File: config.mk
export PLATFORM = sky130hd
export DESIGN_NAME = csr_wr_sched
export DESIGN_NICKNAME = d
export VERILOG_FILES = /design/src/rtl/csr_wr_sched.sv
export SDC_FILE = /design/constraint.sdc
export NUM_CORES = 1
export LEC_CHECK = 0
export BUFFER_PORTS_ARGS = -buffer_cell sky130_fd_sc_hd__buf_4
export CAP_MARGIN = 20
export CORE_MARGIN = 3
export CORE_UTILIZATION = 30
export DETAILED_ROUTE_END_ITERATION = 8
export SYNTH_ARGS = -nofsm -noshare
export SYNTH_HDL_FRONTEND = slang
export SYNTH_SLANG_ARGS = --single-unit
File: constraint.sdc
create_clock -name clk -period 5.95 [get_ports clk]
set_clock_uncertainty 0.2 [all_clocks]
set_input_delay 0.595 -clock clk [delete_from_list [all_inputs] [get_ports clk]]
set_output_delay 0.595 -clock clk [all_outputs]
set_load 0.05 [all_outputs]
File: src/rtl/csr_wr_sched.sv
// csr_wr_sched
// Collects CSR write requests retiring from the two writeback lanes and drains
// them in program order onto the single CSR-file write port, one per cycle.
//
// Optional feature macro: CSR_WR_FWD_EN
//   When defined, adds fwd_raddr/fwd_hit/fwd_rdata. These let EX read a CSR
//   value that is still queued. When undefined, those ports and the compare
//   logic are absent, and EX must stall on !empty before reading a CSR.
//
// Ports
//   clk, reset                 clock; asynchronous active-high reset
//   in_valid1/in_addr1/in_wdata1  lane-1 (older) write request
//   in_valid2/in_addr2/in_wdata2  lane-2 (younger) write request
//   in_ready                   room for a full lane pair (from registered count)
//   csr_we/csr_addr/csr_wdata  head entry presented to the CSR file
//   pending, empty             occupancy
//   fwd_raddr/fwd_hit/fwd_rdata   (CSR_WR_FWD_EN only) youngest queued match
module csr_wr_sched #(
    parameter int DEPTH = 4,
    parameter int AW    = 14,
    parameter int DW    = 32
) (
    input  logic                     clk,
    input  logic                     reset,
    input  logic                     in_valid1,
    input  logic [AW-1:0]            in_addr1,
    input  logic [DW-1:0]            in_wdata1,
    input  logic                     in_valid2,
    input  logic [AW-1:0]            in_addr2,
    input  logic [DW-1:0]            in_wdata2,
    output logic                     in_ready,
    output logic                     csr_we,
    output logic [AW-1:0]            csr_addr,
    output logic [DW-1:0]            csr_wdata,
    output logic [$clog2(DEPTH):0]   pending,
`ifdef CSR_WR_FWD_EN
    input  logic [AW-1:0]            fwd_raddr,
    output logic                     fwd_hit,
    output logic [DW-1:0]            fwd_rdata,
`endif
    output logic                     empty
);

    localparam int PW = $clog2(DEPTH);
    localparam int CW = PW + 1;
    localparam logic [CW-1:0] READY_MAX = CW'(DEPTH - 2);

    logic [AW-1:0] addr_mem [DEPTH];
    logic [DW-1:0] data_mem [DEPTH];

    logic [PW-1:0] wr_ptr_reg, wr_ptr_next;
    logic [PW-1:0] rd_ptr_reg, rd_ptr_next;
    logic [CW-1:0] count_reg,  count_next;

    logic          push1, push2, pop;
    logic [PW-1:0] slot2;

    // Readiness looks only at the registered count, so a pop in the same
    // cycle never frees room early; this keeps in_ready off any input path.
    assign in_ready = (count_reg <= READY_MAX);
    assign push1    = in_valid1 & in_ready;
    assign push2    = in_valid2 & in_ready;
    assign pop      = (count_reg != '0);

    // Lane 2 follows lane 1 when both push, otherwise it takes the tail slot.
    assign slot2 = push1 ? (wr_ptr_reg + PW'(1)) : wr_ptr_reg;

    always_comb begin
        wr_ptr_next = wr_ptr_reg + PW'(push1) + PW'(push2);
        rd_ptr_next = rd_ptr_reg + PW'(pop);
        count_next  = count_reg + CW'(push1) + CW'(push2) - CW'(pop);
    end

    always_ff @(posedge clk or posedge reset) begin
        if (reset) begin
            wr_ptr_reg <= '0;
            rd_ptr_reg <= '0;
            count_reg  <= '0;
        end else begin
            wr_ptr_reg <= wr_ptr_next;
            rd_ptr_reg <= rd_ptr_next;
            count_reg  <= count_next;
        end
    end

    // Entry storage is never cleared; occupancy is tracked by the pointers.
    generate
        for (genvar gi = 0; gi < DEPTH; gi++) begin : g_entry
            always_ff @(posedge clk) begin
                if (push1 && (wr_ptr_reg == PW'(gi))) begin
                    addr_mem[gi] <= in_addr1;
                    data_mem[gi] <= in_wdata1;
                end else if (push2 && (slot2 == PW'(gi))) begin
                    addr_mem[gi] <= in_addr2;
                    data_mem[gi] <= in_wdata2;
                end
            end
        end
    endgenerate

    assign csr_we    = pop;
    assign csr_addr  = pop ? addr_mem[rd_ptr_reg] : '0;
    assign csr_wdata = pop ? data_mem[rd_ptr_reg] : '0;
    assign pending   = count_reg;
    assign empty     = (count_reg == '0);

`ifdef CSR_WR_FWD_EN
    // Walk oldest to youngest so the last match seen is the youngest one.
    always_comb begin
        logic [PW-1:0] idx;
        fwd_hit   = 1'b0;
        fwd_rdata = '0;
        idx       = '0;
        for (int i = 0; i < DEPTH; i++) begin
            idx = rd_ptr_reg + PW'(i);
            if ((CW'(i) < count_reg) && (addr_mem[idx] == fwd_raddr)) begin
                fwd_hit   = 1'b1;
                fwd_rdata = data_mem[idx];
            end
        end
    end
`endif

endmodule
=== After elaboration in Yosys (flattened, before gate mapping) ===
Memories as Yosys holds them, arrays and structs flattened.
Cells that the tools add are included.

* Bitwise operators: 10
* Mux-type cells: 43
* Order comparisons: 1
* Reductions and logical operators: 16
* $add $sub $neg: 7
* Equal/unequal tests: 6

{| class="wikitable"
|+ Operators by type and width
! operator !! count
|-
| 32-bit 2-to-1 mux || 7
|-
| 14-bit 2-to-1 mux || 7
|-
| 32-bit OR reduction || 2
|-
| 14-bit OR reduction || 2
|-
| 1-bit 2-to-1 mux || 24
|-
| 2-bit 2-to-1 mux || 5
|-
| 2-bit equality test (second input constant) || 4
|-
| 1-bit logical AND || 8
|-
| 1-bit OR || 8
|-
| 2-bit by 1-bit adder with 2-bit output || 3
|-
| 3-bit by 1-bit adder with 3-bit output || 2
|-
| 2-bit by 1-bit equality test with 1-bit output (second input constant) || 2
|-
| 2-bit logical NOT || 2
|-
| 3-bit by 2-bit less-or-equal comparator with 1-bit output (second input constant) || 1
|-
| 3-bit logical NOT || 1
|-
| 3-bit nonzero test || 1
|-
| 3-bit by 1-bit subtractor with 3-bit output || 1
|-
| 2-bit by 1-bit adder with 2-bit output (second input constant) || 1
|-
| 1-bit AND || 2
|}

* Register bits: 7
* RAM bits: 184
* Logic and storage cells: 88
* Memories kept: 2

{| class="wikitable"
|+ Memory list
! memory !! depth !! width !! read ports !! clocked after Yosys merged registers in !! wr ports !! line !! RTL
|-
| data_mem || 4 || 32 || 1 || 0 || 2 || 49 || <nowiki>logic [DW-1:0] data_mem [DEPTH];</nowiki>
|-
| addr_mem || 4 || 14 || 1 || 0 || 2 || 48 || <nowiki>logic [AW-1:0] addr_mem [DEPTH];</nowiki>
|}

=== Depth between registers and ports, before layout ===
* Depth in word-level cells: 11
* Gate-level depth with buffers: 9

=== Worst setup path after synthesis ===
OpenSTA, ideal clock, no wires.

* Path type: reg-to-reg
* Start point: reg count_reg[1], in the netlist pending[1]
* End point: mem addr_mem[3][0] (enable)
* Path buffers: 0
* Arrival: 3.744 ns
* Period minus slack after synthesis: 4.410 ns
* Setup slack: 1.540 ns
* Stages on the path, launching flop included: 4
* Setup time: 0.466 ns
* Cells stage by stage: dfrtp_1 > nor3b_4 > o21ai_0 > o22ai_1

{| class="wikitable"
|+ RTL lines
! item !! line !! RTL
|-
| from (decl) || 53 || <nowiki>logic [CW-1:0] count_reg, count_next;</nowiki>
|-
| from (signal assigned) || 82 || <nowiki>count_reg <= count_next;</nowiki>
|-
| to (decl) || 48 ||
|}

=== Worst setup path in the final report ===
* Start point: reg rd_ptr_reg[0]
* End point: out csr_addr[13]

* Word-level cells in the longest chain between the ends: 2

{| class="wikitable"
|+ Ends and longest elaborated chain
! item !! line !! RTL
|-
| from (decl) || 52 || <nowiki>logic [PW-1:0] rd_ptr_reg, rd_ptr_next;</nowiki>
|-
| from (signal assigned) || 81 || <nowiki>rd_ptr_reg <= rd_ptr_next;</nowiki>
|-
| memory 4 x 14 bit || - ||
|-
| 14-bit 2-to-1 mux || 102 || <nowiki>assign csr_addr = pop ? addr_mem[rd_ptr_reg] : '0;</nowiki>
|-
| to (decl) || 33 || <nowiki>output logic [AW-1:0] csr_addr,</nowiki>
|}

Every way passes these cells.

==> out/metrics.yaml <==
outcome:
  status: "complete, no violations"
clock_network:
  cts_root_buf: "clkbuf_16"
  cts_tree: "built"
  path_clk_slew_ns: 0.08
  ctsResizeCount: 0
  post_cts_buffers: 0
  cts.htree.levels: 4
  cts_buffers: 17
  cts_sinks: 191
  clk_latency_ns: 0.43
  clockBufferDepth: 2
logic_synthesis:
  synth-seq-area-share: 0.5524
  syn_avg_cell_area_um2: 18.53
  synth_common_cells: "edfxtp_1 (184), mux2_4 (115), mux2_2 (69)"
  synth-edff-count: 184
  post-synth-top-area-cell: "edfxtp_1"
  syn_nets: 663
  synth.most_common_cell: "edfxtp_1"
  netlist_area_um2: 10320
  ys_warn_count: 0
  yosysUniqueCellTypes: 33
  syn_inst: 557
  synth.area.top_cells: "edfxtp_1 (54%), mux2_4 (17%), mux4_2 (10%), mux2_2 (7.5%), nor2b_1 (2.8%)"
  synth_ff_type: "edfxtp_1"
  ys_ff_latch: 191
  synth_top_area_frac: 0.5354
  async_flop_share: 0.03665
routing:
  drc: 0
  wire_per_inst_um: 20.82
  num_vias: 5473
  routed_wl_um: 24260
  dr.first_iter.drc_count: 289
  vias_per_cell: 4.698
  drt-pass1-iter-count: 4
  ant_nets: 0
timing:
  layout_setup_ws_ns: 2.369
  hold_viol: 0
  final-max-slew-violation-count: 0
  fin_hold_ws_ns: 0.2799
  slew_headroom: 0.2704
  setup-tns-final_ns: 0
  rsz0062_at_grt: "no"
  max_freq_mhz: 279.3
  fin_crit_ns: 3.581
  tightest_slew_ns: 1.094
  period_share: 0.6018
  setup_viol: 0
floorplan:
  initial_utilization: 0.3062
  die-area_um2: 36660
  fp.coreArea_um2: 33700
  dieWidth_um: 191.5
  rows: 67
  ios: 148
  die_h_um: 191.5
worst_setup_path:
  path_cells: "buf_4 -> mux4_2 -> nor2b_1 -> buf_4"
  r2r_cells: 6
  crit_top_cell: "buf_4"
  cpPeakStageDelay_ns: 0.73
  end_kind: "primary output"
  cp_max_fo: 27
  start_kind: "register"
  required_ns: 5.16
  path_depth: 4
  reg2reg_slack_ns: 2.38
  cp.arrival_ns: 2.79
  crit_buf_inv: 2
  critical_path_class: "register to primary output"
  crit_slowest_cell: "dfrtp_4"
  cp_top_family: "buffers and inverters"
grt:
  gr-usage-met1: 0.1672
  met3_usage: 0.02714
  grt_use_total: 0.1338
  grt_pass1_vias: 5827
  grt_util_met2: 0.2388
  grt_first_pass_wirelength_um: 36290
  top_usage_layer: "met2"
  grt-ovfl-total: 0
  grt_max_degree: 48
  antenna_found_initial: 0
placed_design:
  portBuffers: 147
  dp.cells: 1132
  hpwl_um: 15040
  dp_slack_ns: 2.370
  gp_congestion: 0.7331
power_and_ir_drop:
  total_power_mw: 6.535
  swShare: 0.4154
  p_clk_frac: 0.182
  seq_power_share: 0.318
  intPower_mw: 3.820
  cellPowerDensity_nw_per_um2: 521.5
  switchingPower_mw: 2.714
  ir_drop_mv: 0.3112
  p_leak_nw: 4.901
  p_comb_frac: 0.500
layout:
  area_delta_synth_final_pct: 21.41
  diodes: 0
  final_cells: 1165
  regMostFlops: "data_mem"
  largest_reg_flops: 128
  layout-drive-gt1-share: 0.6151
  fin_nets: 810
worst_hold_path:
  whs_path_depth: 2
  hp-class: "input port to register"
run:
  drv_cap: 0
## repair_timing
item / in CTS / in global routing
endpoints found under the setup margin: 0 / 0
endpoints found under the hold margin: 7 / 0
hold buffers: 1 / 0
## area by class of cell
class,instances,area (µm²)
Fill cell,3168,21170
Tap cell,448,560.5
Clock inverter,8,60.06
Sequential cell,191,5705
Clock buffer,24,556.8
Multi-Input combinational cell,316,4352
Timing Repair Buffer,163,1239
Inverter,15,56.30
## routing by layer
metal  routed length, µm  part of all wire  up-vias
met4                 216            0.0089        0
li1                    -                 -     2503
met1               10490              0.43     2846
met5                   0                 0        -
met2               12600              0.52      112
met3                 950             0.039       12
## metrics by stage
step	instance area (µm²)	utilization
after floorplan	10320	-
after global placement	11900	0.3532
after detailed placement	11900	0.3532
after CTS	12530	0.3718
after global routing	12530	0.3718
final	12530	0.3718
## logic make-up (layout without fill, tap and decap cells)
family,count (synthesis),count (layout),synth area share
mux,230,230,0.3430
fa+ha+maj,10,10,0.01431
simple gates,59,59,0.04049
compound gates,14,14,0.01612
flops,191,191,0.5524
xor+xnor,3,3,0.002547
buf+inv,50,210,0.03116
## path summary, 6_finish.rpt
kind,startpoint,endpoint
max in group asynchronous,reset,rd_ptr_reg[0]
worst min-delay path,in_wdata1[0],data_mem[0][0]
min in group asynchronous,reset,pending[1]
worst min register to register,wr_ptr_reg[1],wr_ptr_reg[1]
worst max register to register,wr_ptr_reg[0],addr_mem[1][4]
worst max-delay path,rd_ptr_reg[0],csr_addr[13]
## worst register-to-register path, delay by kind of cell, from the launching register on
| kind | cells | cell delay, ns |
|---|---|---|
| AO/OA/AOI/OAI | 1 | 0.75 |
| adder cells (fa/ha/maj) | 1 | 0.46 |
| buffers and inverters | 2 | 0.80 |
| flip-flops | 1 | 0.60 |
| multiplexers | 1 | 0.41 |
| AND/OR/NAND/NOR | 1 | 0.10 |
## placed cells by master (no fill, tap or decap), drive strengths merged, types with 4 or more instances in the layout
master  Yosys  final
clkinv      0      4
edfxtp    184    184
clkbuf     10     24
mux2      184    184
o221ai      4      4
nor2b      46     46
inv        15     19
buf        25    162
ha          7      7
mux4       46     46
dfrtp       7      7
## power by group through the flow
stage          Clock [mW]  Sequential (mW)  Combinational (mW)
2_1_floorplan           0             2.05                2.40
3_3_place_gp            0             2.11                3.34
3_5_place_dp            0             2.12                3.33
4_1_cts              1.22             2.09                3.34
5_1_grt              1.27             2.12                3.48
6_report             1.19             2.08                3.27
No activity file was read; power rests on OpenSTA's default activity.
